--- src/rtl/pwm_axil_slave.sv ---
// AXI4-Lite slave front end for the PWM register file: terminates AW/W/B and AR/R
// and drives the register file's single-cycle write port and combinational read port.
module pwm_axil_slave #(
  parameter int NUM_CHANNELS   = 4,
  parameter int AXI_ADDR_WIDTH = 8,
  localparam int REG_ADDR_WIDTH = $clog2(1 + 2*NUM_CHANNELS)
) (
  input  logic                      clk,
  input  logic                      rst_n,
  input  logic [AXI_ADDR_WIDTH-1:0] s_axil_awaddr,
  input  logic                      s_axil_awvalid,
  output logic                      s_axil_awready,
  input  logic [31:0]               s_axil_wdata,
  input  logic [3:0]                s_axil_wstrb,
  input  logic                      s_axil_wvalid,
  output logic                      s_axil_wready,
  output logic [1:0]                s_axil_bresp,
  output logic                      s_axil_bvalid,
  input  logic                      s_axil_bready,
  input  logic [AXI_ADDR_WIDTH-1:0] s_axil_araddr,
  input  logic                      s_axil_arvalid,
  output logic                      s_axil_arready,
  output logic [31:0]               s_axil_rdata,
  output logic [1:0]                s_axil_rresp,
  output logic                      s_axil_rvalid,
  input  logic                      s_axil_rready,
  output logic                      write_en,
  output logic [REG_ADDR_WIDTH-1:0] write_addr,
  output logic [31:0]               write_data,
  output logic                      read_en,
  output logic [REG_ADDR_WIDTH-1:0] read_addr,
  input  logic [31:0]               read_data,
  input  logic                      read_valid
);

  localparam int DEPTH = 1 + 2*NUM_CHANNELS;
  localparam logic [REG_ADDR_WIDTH-1:0] DEPTH_IDX = REG_ADDR_WIDTH'(DEPTH);

  localparam logic [1:0] W_IDLE  = 2'd0;
  localparam logic [1:0] W_ISSUE = 2'd1;
  localparam logic [1:0] W_RESP  = 2'd2;
  localparam logic [1:0] R_IDLE  = 2'd0;
  localparam logic [1:0] R_READ  = 2'd1;
  localparam logic [1:0] R_RESP  = 2'd2;

  localparam logic [1:0] RESP_OKAY   = 2'b00;
  localparam logic [1:0] RESP_SLVERR = 2'b10;

  logic [1:0]                w_state;
  logic [1:0]                r_state;
  logic                      aw_held;
  logic                      w_held;
  logic [REG_ADDR_WIDTH-1:0] aw_idx;
  logic                      aw_ok;
  logic [31:0]               w_data;
  logic                      w_strb_ok;
  logic [REG_ADDR_WIDTH-1:0] ar_idx;
  logic                      ar_ok;
  logic                      aw_hs;
  logic                      w_hs;
  logic                      ar_hs;
  logic                      aw_in_range;
  logic                      ar_in_range;
  logic                      unused_bits;

  // Byte lanes 3:2 and the sub-word address bits carry no information for 16-bit registers.
  assign unused_bits = ^{s_axil_awaddr[1:0], s_axil_araddr[1:0], s_axil_wstrb[3:2]};

  assign aw_in_range = ((s_axil_awaddr >> (REG_ADDR_WIDTH + 2)) == '0) &&
                       (s_axil_awaddr[REG_ADDR_WIDTH+1:2] < DEPTH_IDX);
  assign ar_in_range = ((s_axil_araddr >> (REG_ADDR_WIDTH + 2)) == '0) &&
                       (s_axil_araddr[REG_ADDR_WIDTH+1:2] < DEPTH_IDX);

  assign s_axil_awready = (w_state == W_IDLE) && !aw_held;
  assign s_axil_wready  = (w_state == W_IDLE) && !w_held;
  assign s_axil_bvalid  = (w_state == W_RESP);
  assign aw_hs          = s_axil_awvalid && s_axil_awready;
  assign w_hs           = s_axil_wvalid && s_axil_wready;

  assign write_en   = (w_state == W_ISSUE) && aw_ok && w_strb_ok;
  assign write_addr = aw_idx;
  assign write_data = w_data;

  always_ff @(posedge clk or negedge rst_n) begin
    if (!rst_n) begin
      w_state      <= W_IDLE;
      aw_held      <= 1'b0;
      w_held       <= 1'b0;
      aw_idx       <= '0;
      aw_ok        <= 1'b0;
      w_data       <= '0;
      w_strb_ok    <= 1'b0;
      s_axil_bresp <= RESP_OKAY;
    end else begin
      case (w_state)
        W_IDLE: begin
          if (aw_hs) begin
            aw_held <= 1'b1;
            aw_idx  <= s_axil_awaddr[REG_ADDR_WIDTH+1:2];
            aw_ok   <= aw_in_range;
          end
          if (w_hs) begin
            w_held    <= 1'b1;
            w_data    <= s_axil_wdata;
            w_strb_ok <= (s_axil_wstrb[1:0] == 2'b11);
          end
          if ((aw_held || aw_hs) && (w_held || w_hs)) begin
            w_state <= W_ISSUE;
          end
        end
        W_ISSUE: begin
          s_axil_bresp <= (aw_ok && w_strb_ok) ? RESP_OKAY : RESP_SLVERR;
          aw_held      <= 1'b0;
          w_held       <= 1'b0;
          w_state      <= W_RESP;
        end
        W_RESP: begin
          if (s_axil_bready) begin
            w_state <= W_IDLE;
          end
        end
        default: w_state <= W_IDLE;
      endcase
    end
  end

  assign s_axil_arready = (r_state == R_IDLE);
  assign s_axil_rvalid  = (r_state == R_RESP);
  assign ar_hs          = s_axil_arvalid && s_axil_arready;
  assign read_en        = (r_state == R_READ) && ar_ok;
  assign read_addr      = ar_idx;

  always_ff @(posedge clk or negedge rst_n) begin
    if (!rst_n) begin
      r_state      <= R_IDLE;
      ar_idx       <= '0;
      ar_ok        <= 1'b0;
      s_axil_rdata <= '0;
      s_axil_rresp <= RESP_OKAY;
    end else begin
      case (r_state)
        R_IDLE: begin
          if (ar_hs) begin
            ar_idx  <= s_axil_araddr[REG_ADDR_WIDTH+1:2];
            ar_ok   <= ar_in_range;
            r_state <= R_READ;
          end
        end
        R_READ: begin
          // A register file that fails to answer an in-range read is reported as SLVERR.
          if (ar_ok) begin
            s_axil_rdata <= read_data;
            s_axil_rresp <= read_valid ? RESP_OKAY : RESP_SLVERR;
          end else begin
            s_axil_rdata <= '0;
            s_axil_rresp <= RESP_SLVERR;
          end
          r_state <= R_RESP;
        end
        R_RESP: begin
          if (s_axil_rready) begin
            r_state <= R_IDLE;
          end
        end
        default: r_state <= R_IDLE;
      endcase
    end
  end

endmodule

--- config.mk ---
export PLATFORM = sky130hd
export DESIGN_NAME = pwm_axil_slave
export DESIGN_NICKNAME = d
export VERILOG_FILES = /design/src/rtl/pwm_axil_slave.sv
export SDC_FILE = /design/constraint.sdc
export NUM_CORES = 1
export LEC_CHECK = 0
export ABC_AREA = 1
export BUFFER_PORTS_ARGS = -buffer_cell sky130_fd_sc_hd__buf_2
export CAP_MARGIN = 30
export CELL_PAD_IN_SITES_DETAIL_PLACEMENT = 1
export CELL_PAD_IN_SITES_GLOBAL_PLACEMENT = 2
export CORE_UTILIZATION = 26
export DETAILED_ROUTE_END_ITERATION = 6
export PLACE_DENSITY_LB_ADDON = 0.1
export SLEW_MARGIN = 5
export SYNTH_ARGS = -nofsm -noshare
export SYNTH_HDL_FRONTEND = slang
export SYNTH_SLANG_ARGS = --single-unit
--- constraint.sdc ---
create_clock -name clk -period 2.4 [get_ports clk]
set_input_delay 0.48 -clock clk [delete_from_list [all_inputs] [get_ports clk]]
set_output_delay 0.48 -clock clk [all_outputs]
set_load 0.05 [all_outputs]
Word level (Yosys, flattened, before mapping)
Index checks and enable logic that the tools add are counted. Widths: inputs -> output; s select.

Add/subtract/negate cells: 0. $mul: 0. Div/mod/pow operators: 0. $lt $le $gt $ge: 2. Eq/ne operators: 11. Shift operators: 0. Muxes and demuxes: 14. Bitwise operators: 0. Reduce and logical (&&, ||, !) cells: 28.

Operator list (count): $mux 32 (1); $logic_not 8->1 (2); $mux 2 (7); $reduce_and 2->1 (7); $logic_and 1x1->1 (12); $pmux 2 s3 (2); $lt 4x4->1 const B (2); $ne 2x1->1 const B (4); $eq 2x2->1 const B (3); $eq 2x1->1 const B (2); $logic_not 2->1 (2); $ne 2x2->1 const B (2); $pmux 1 s2 (2); $logic_not 1->1 (2); $logic_or 1x1->1 (2); $mux 1 (2); $reduce_bool 2->1 (1).

Register bits: 85. Latch bits: 0. RAM bits: 0. Memory bits (read-only): 0. Bits of input ports: 92. Output and inout bits: 83. Memories kept: 0.

Logic depth before layout (Yosys ltp)
Word-level depth: 7. Depth in mapped cells: 7. Depth with buffers taken out: 6.

Least setup slack after synthesis
OpenSTA, ideal clock, no wires.

Path type: register to output. Start point: register w_state[1]. End point: output port s_axil_wready. Arrival: 1.520 ns. Data required time: 1.920 ns. Path slack: 0.400 ns. Cell stages (with the launch flop): 2. Buffers on the path: 0. Path through: dfrtp_1 > nor3_1.

Word-level cells in the longest chain between the ends: 2.

RTL lines: start, declared (RTL line 49) `logic [1:0] w_state;`; start signal, assigned (RTL line 86) `w_state <= W_IDLE;`; start signal, assigned (RTL line 108) `w_state <= W_ISSUE;`; start signal, assigned (RTL line 115) `w_state <= W_RESP;`; $logic_not 2->1 (RTL line 75) `assign s_axil_wready = (w_state == W_IDLE) && !w_held;`; $logic_and 1x1->1 (RTL line 75); end, declared (RTL line 16) `output logic s_axil_wready,`.

No other way between the ends.

Worst setup path after layout
Start point: register r_state[1]. End point: output port read_en.

Word-level cells in the longest chain between the ends: 2.

RTL lines: start, declared (RTL line 50) `logic [1:0] r_state;`; start signal, assigned (RTL line 135) `r_state <= R_IDLE;`; start signal, assigned (RTL line 146) `r_state <= R_READ;`; start signal, assigned (RTL line 158) `r_state <= R_RESP;`; $eq 2x1->1 (RTL line 130) `assign read_en = (r_state == R_READ) && ar_ok;`; $logic_and 1x1->1 (RTL line 130); end, declared (RTL line 30) `output logic read_en,`.

No other way between the ends.

==> reports/metrics.csv <==
metric;value;unit
worstRegToRegCells;5;
multiInputGateArea;949.7;um^2
path_buf_inv;2;
grt_pass1_vias;2772;
maxCapViolCount;0;
min_path_type;in -> reg;
use_met2;21.66;%
start_util;27.07;%
startpoint_type;flip-flop;
rsz0062_at_grt;no;
power.switching;0.003621;W
drt_pass1_iterations;4;
p_sw_share;51.48;%
crit_family;buffers and inverters;
fillCellCount;1536;
routed_wl;8.831;mm
startpoint;r_state[1]$_DFFE_PN0P_;
cts_tree;yes;
arrival;1.59;ns
critPathSlowestCell;dfrtp_1;
slowest_delay;0.41;ns
tightest_slew;0.6329;ns
cts_buffers;9;
clk_latency;0.33;ns
cp.required;1.92;ns
syn_area_per_cell;8.958;um^2
postSynthCellCount;369;
r2r_setup_slack;0.82;ns
clock.fmax;483.9;MHz
die_area;13170;um^2
nNetsFinal;629;
crit_chain;nor2_2 -> inv_2 -> nor2_4 -> buf_2;
cts_buffer_depth;2;
globalRoute.totalOverflow;0;
wl_per_cell;12.51;um
worst_slack;0.3334;ns
diodes;0;
synth_cell_types;21;
gr-usage-met3;5.008;%
p_leak;2.712;nW
vias;2844;
crit_end;read_en;
powerDensity;1547;nW/um^2
drv_slew;0;
die_h;114.8;um
ys.warnings.count;0;
p_clk_share;16.8;%
antenna_found_initial;1;
critical_path_depth;4;
grt_pass1_wl;13.96;mm
post-route-period-util;86.11;%
dpl.hpwl;6.289;mm
cts_sinks;83;
timing.rr.end;s_axil_rresp[1]$_DFFE_PN0N_;
internal_power;0.003412;W
syn_to_final_growth;37.51;%
path_clk_slew;0.06;ns
cts_setup_buffers;0;
htreeDepth;3;
row_count;40;
setup-tns-final;0;ns
period_minus_slack;2.067;ns
fp.coreArea;12210;um^2
fin_skew;0.004640;ns
port_buffers;166;
timing.rr.start;r_state[1]$_DFFE_PN0P_;
irDropWorstVdd;0.5496;mV
regArea;2077;um^2
place_worst_setup_slack;0.6518;ns
syn_area;3306;um^2
cp-end-kind;primary output;
gr-usage-all-layers;14.07;%
pwr-share-comb;51.3;%
ys_ff_latch;83;
crit_fanout;34;
clk_root_buffer_cell;clkbuf_16;
status;finished, final reports clean;
use_met1;17.44;%
finalSetupViolations;0;
slew_headroom;57.75;%
drt_iter0_markers;95;
pwr-share-seq;31.8;%
grt_max_degree;68;
layout-drive-gt1-share;35.32;%
routed_via_density;4.028;
io_pins;175;
place_congestion;0.6639;
grt-busiest-layer;met2;
postRouteAntennaNets;0;
criticalPathCategory;reg -> out;
die_x;114.8;um
hold_viol;0;
ys_seq_area_share;62.83;%
drc;0;
[power groups by stage]
stage               sequential (W)  combinational [W]  clock (W)
finish                     0.00224            0.00361    0.00118
global route               0.00232            0.00389    0.00130
CTS                        0.00225            0.00367    0.00126
detailed placement         0.00226            0.00366          0
global placement           0.00224            0.00362          0
floorplan                  0.00395            0.00108          0
[synthesized netlist by cell type, drive strengths merged]
cell    number  share of area, %
a21oi        2              0.30
buf         13               3.1
clkbuf       2              0.23
conb         1              0.11
dfrtp       83                63
inv         46               5.2
nand2      161                18
nand3        4              0.76
nor2        15               2.2
nor3         2              0.30
o211ai       1              0.23
o21ai       38               6.2
or2          1              0.19
[cell families (layout without fill, tap and decap cells)]
logic type	after synthesis	in the layout	synth area share [%]
DFF	83	83	62.83
buffers and inverters	61	229	8.554
other	1	2	0.1134
and+or+nand+nor	183	183	21.76
AOI/OAI and AO/OA	41	41	6.737
[layer usage]
layer | part of all wire, % | wire length, um
met1 | 45 | 3952
met2 | 44 | 3910
met3 | 8.9 | 789
met4 | 1.9 | 168
met5 | 0.11 | 10
[worst min path at each step]
stage,from,end,cells past startpoint
6_report,read_valid,s_axil_rresp[1]$_DFFE_PN0N_,2
3_3_place_gp,rst_n,read_addr[2]$_DFFE_PN0P_,1
3_5_place_dp,rst_n,read_addr[2]$_DFFE_PN0P_,1
2_1_floorplan,rst_n,ar_ok$_DFFE_PN0P_,0
4_1_cts,read_valid,s_axil_rresp[1]$_DFFE_PN0N_,2
5_1_grt,read_valid,s_axil_rresp[1]$_DFFE_PN0N_,2
[state kept, by name, summed over array words and instances, names as in the netlist]
| name | cells |
|---|---|
| w_state | 2 |
| write_data | 32 |
| s_axil_rresp | 1 |
| aw_held | 1 |
| aw_ok | 1 |
| w_strb_ok | 1 |
| w_held | 1 |
| read_addr | 4 |
| r_state | 2 |
| s_axil_rdata | 32 |
| s_axil_bresp | 1 |
| write_addr | 4 |
| ar_ok | 1 |
[stage by stage]
step	utilization (%)	cell area [um^2]	std cells	hold WS (ns)	total power (W)
after floorplan	-	3309	370	0.1844	0.005028
after global placement	35.19	4298	693	0.3020	0.005858
after detailed placement	35.19	4298	693	0.3069	0.005924
after CTS	37.22	4546	706	0.3097	0.007169
after global routing	37.22	4546	706	0.3171	0.007509
final	37.22	4546	706	0.3256	0.007033
[timing repair]
action / CTS / global route
hold endpoints to repair: 5 / 0
hold buffers: 1 / 0
resized for setup: 0 / 0
[final cells by class]
type	instances	area share, %
Clock inverter	1	0.1101
Clock buffer	11	5.120
Inverter	46	3.799
Tap cell	168	4.624
Multi-Input combinational cell	226	20.89
Sequential cell	83	45.69
Timing Repair Buffer	171	19.76
[layout by cell type (no fill, tap or decap), types with 2 or more instances in the layout]
cell,count
a21oi_1,2
o21ai_1,26
nor2_4,2
conb_1,2
o21ai_2,4
clkbuf_1,2
nor3_1,2
buf_4,3
buf_12,2
dfrtp_1,83
buf_2,165
nor2_1,12
nand2_1,161
o21ai_0,8
nand3_1,3
clkbuf_16,9
inv_1,45
No activity file was read; power rests on OpenSTA's default activity.
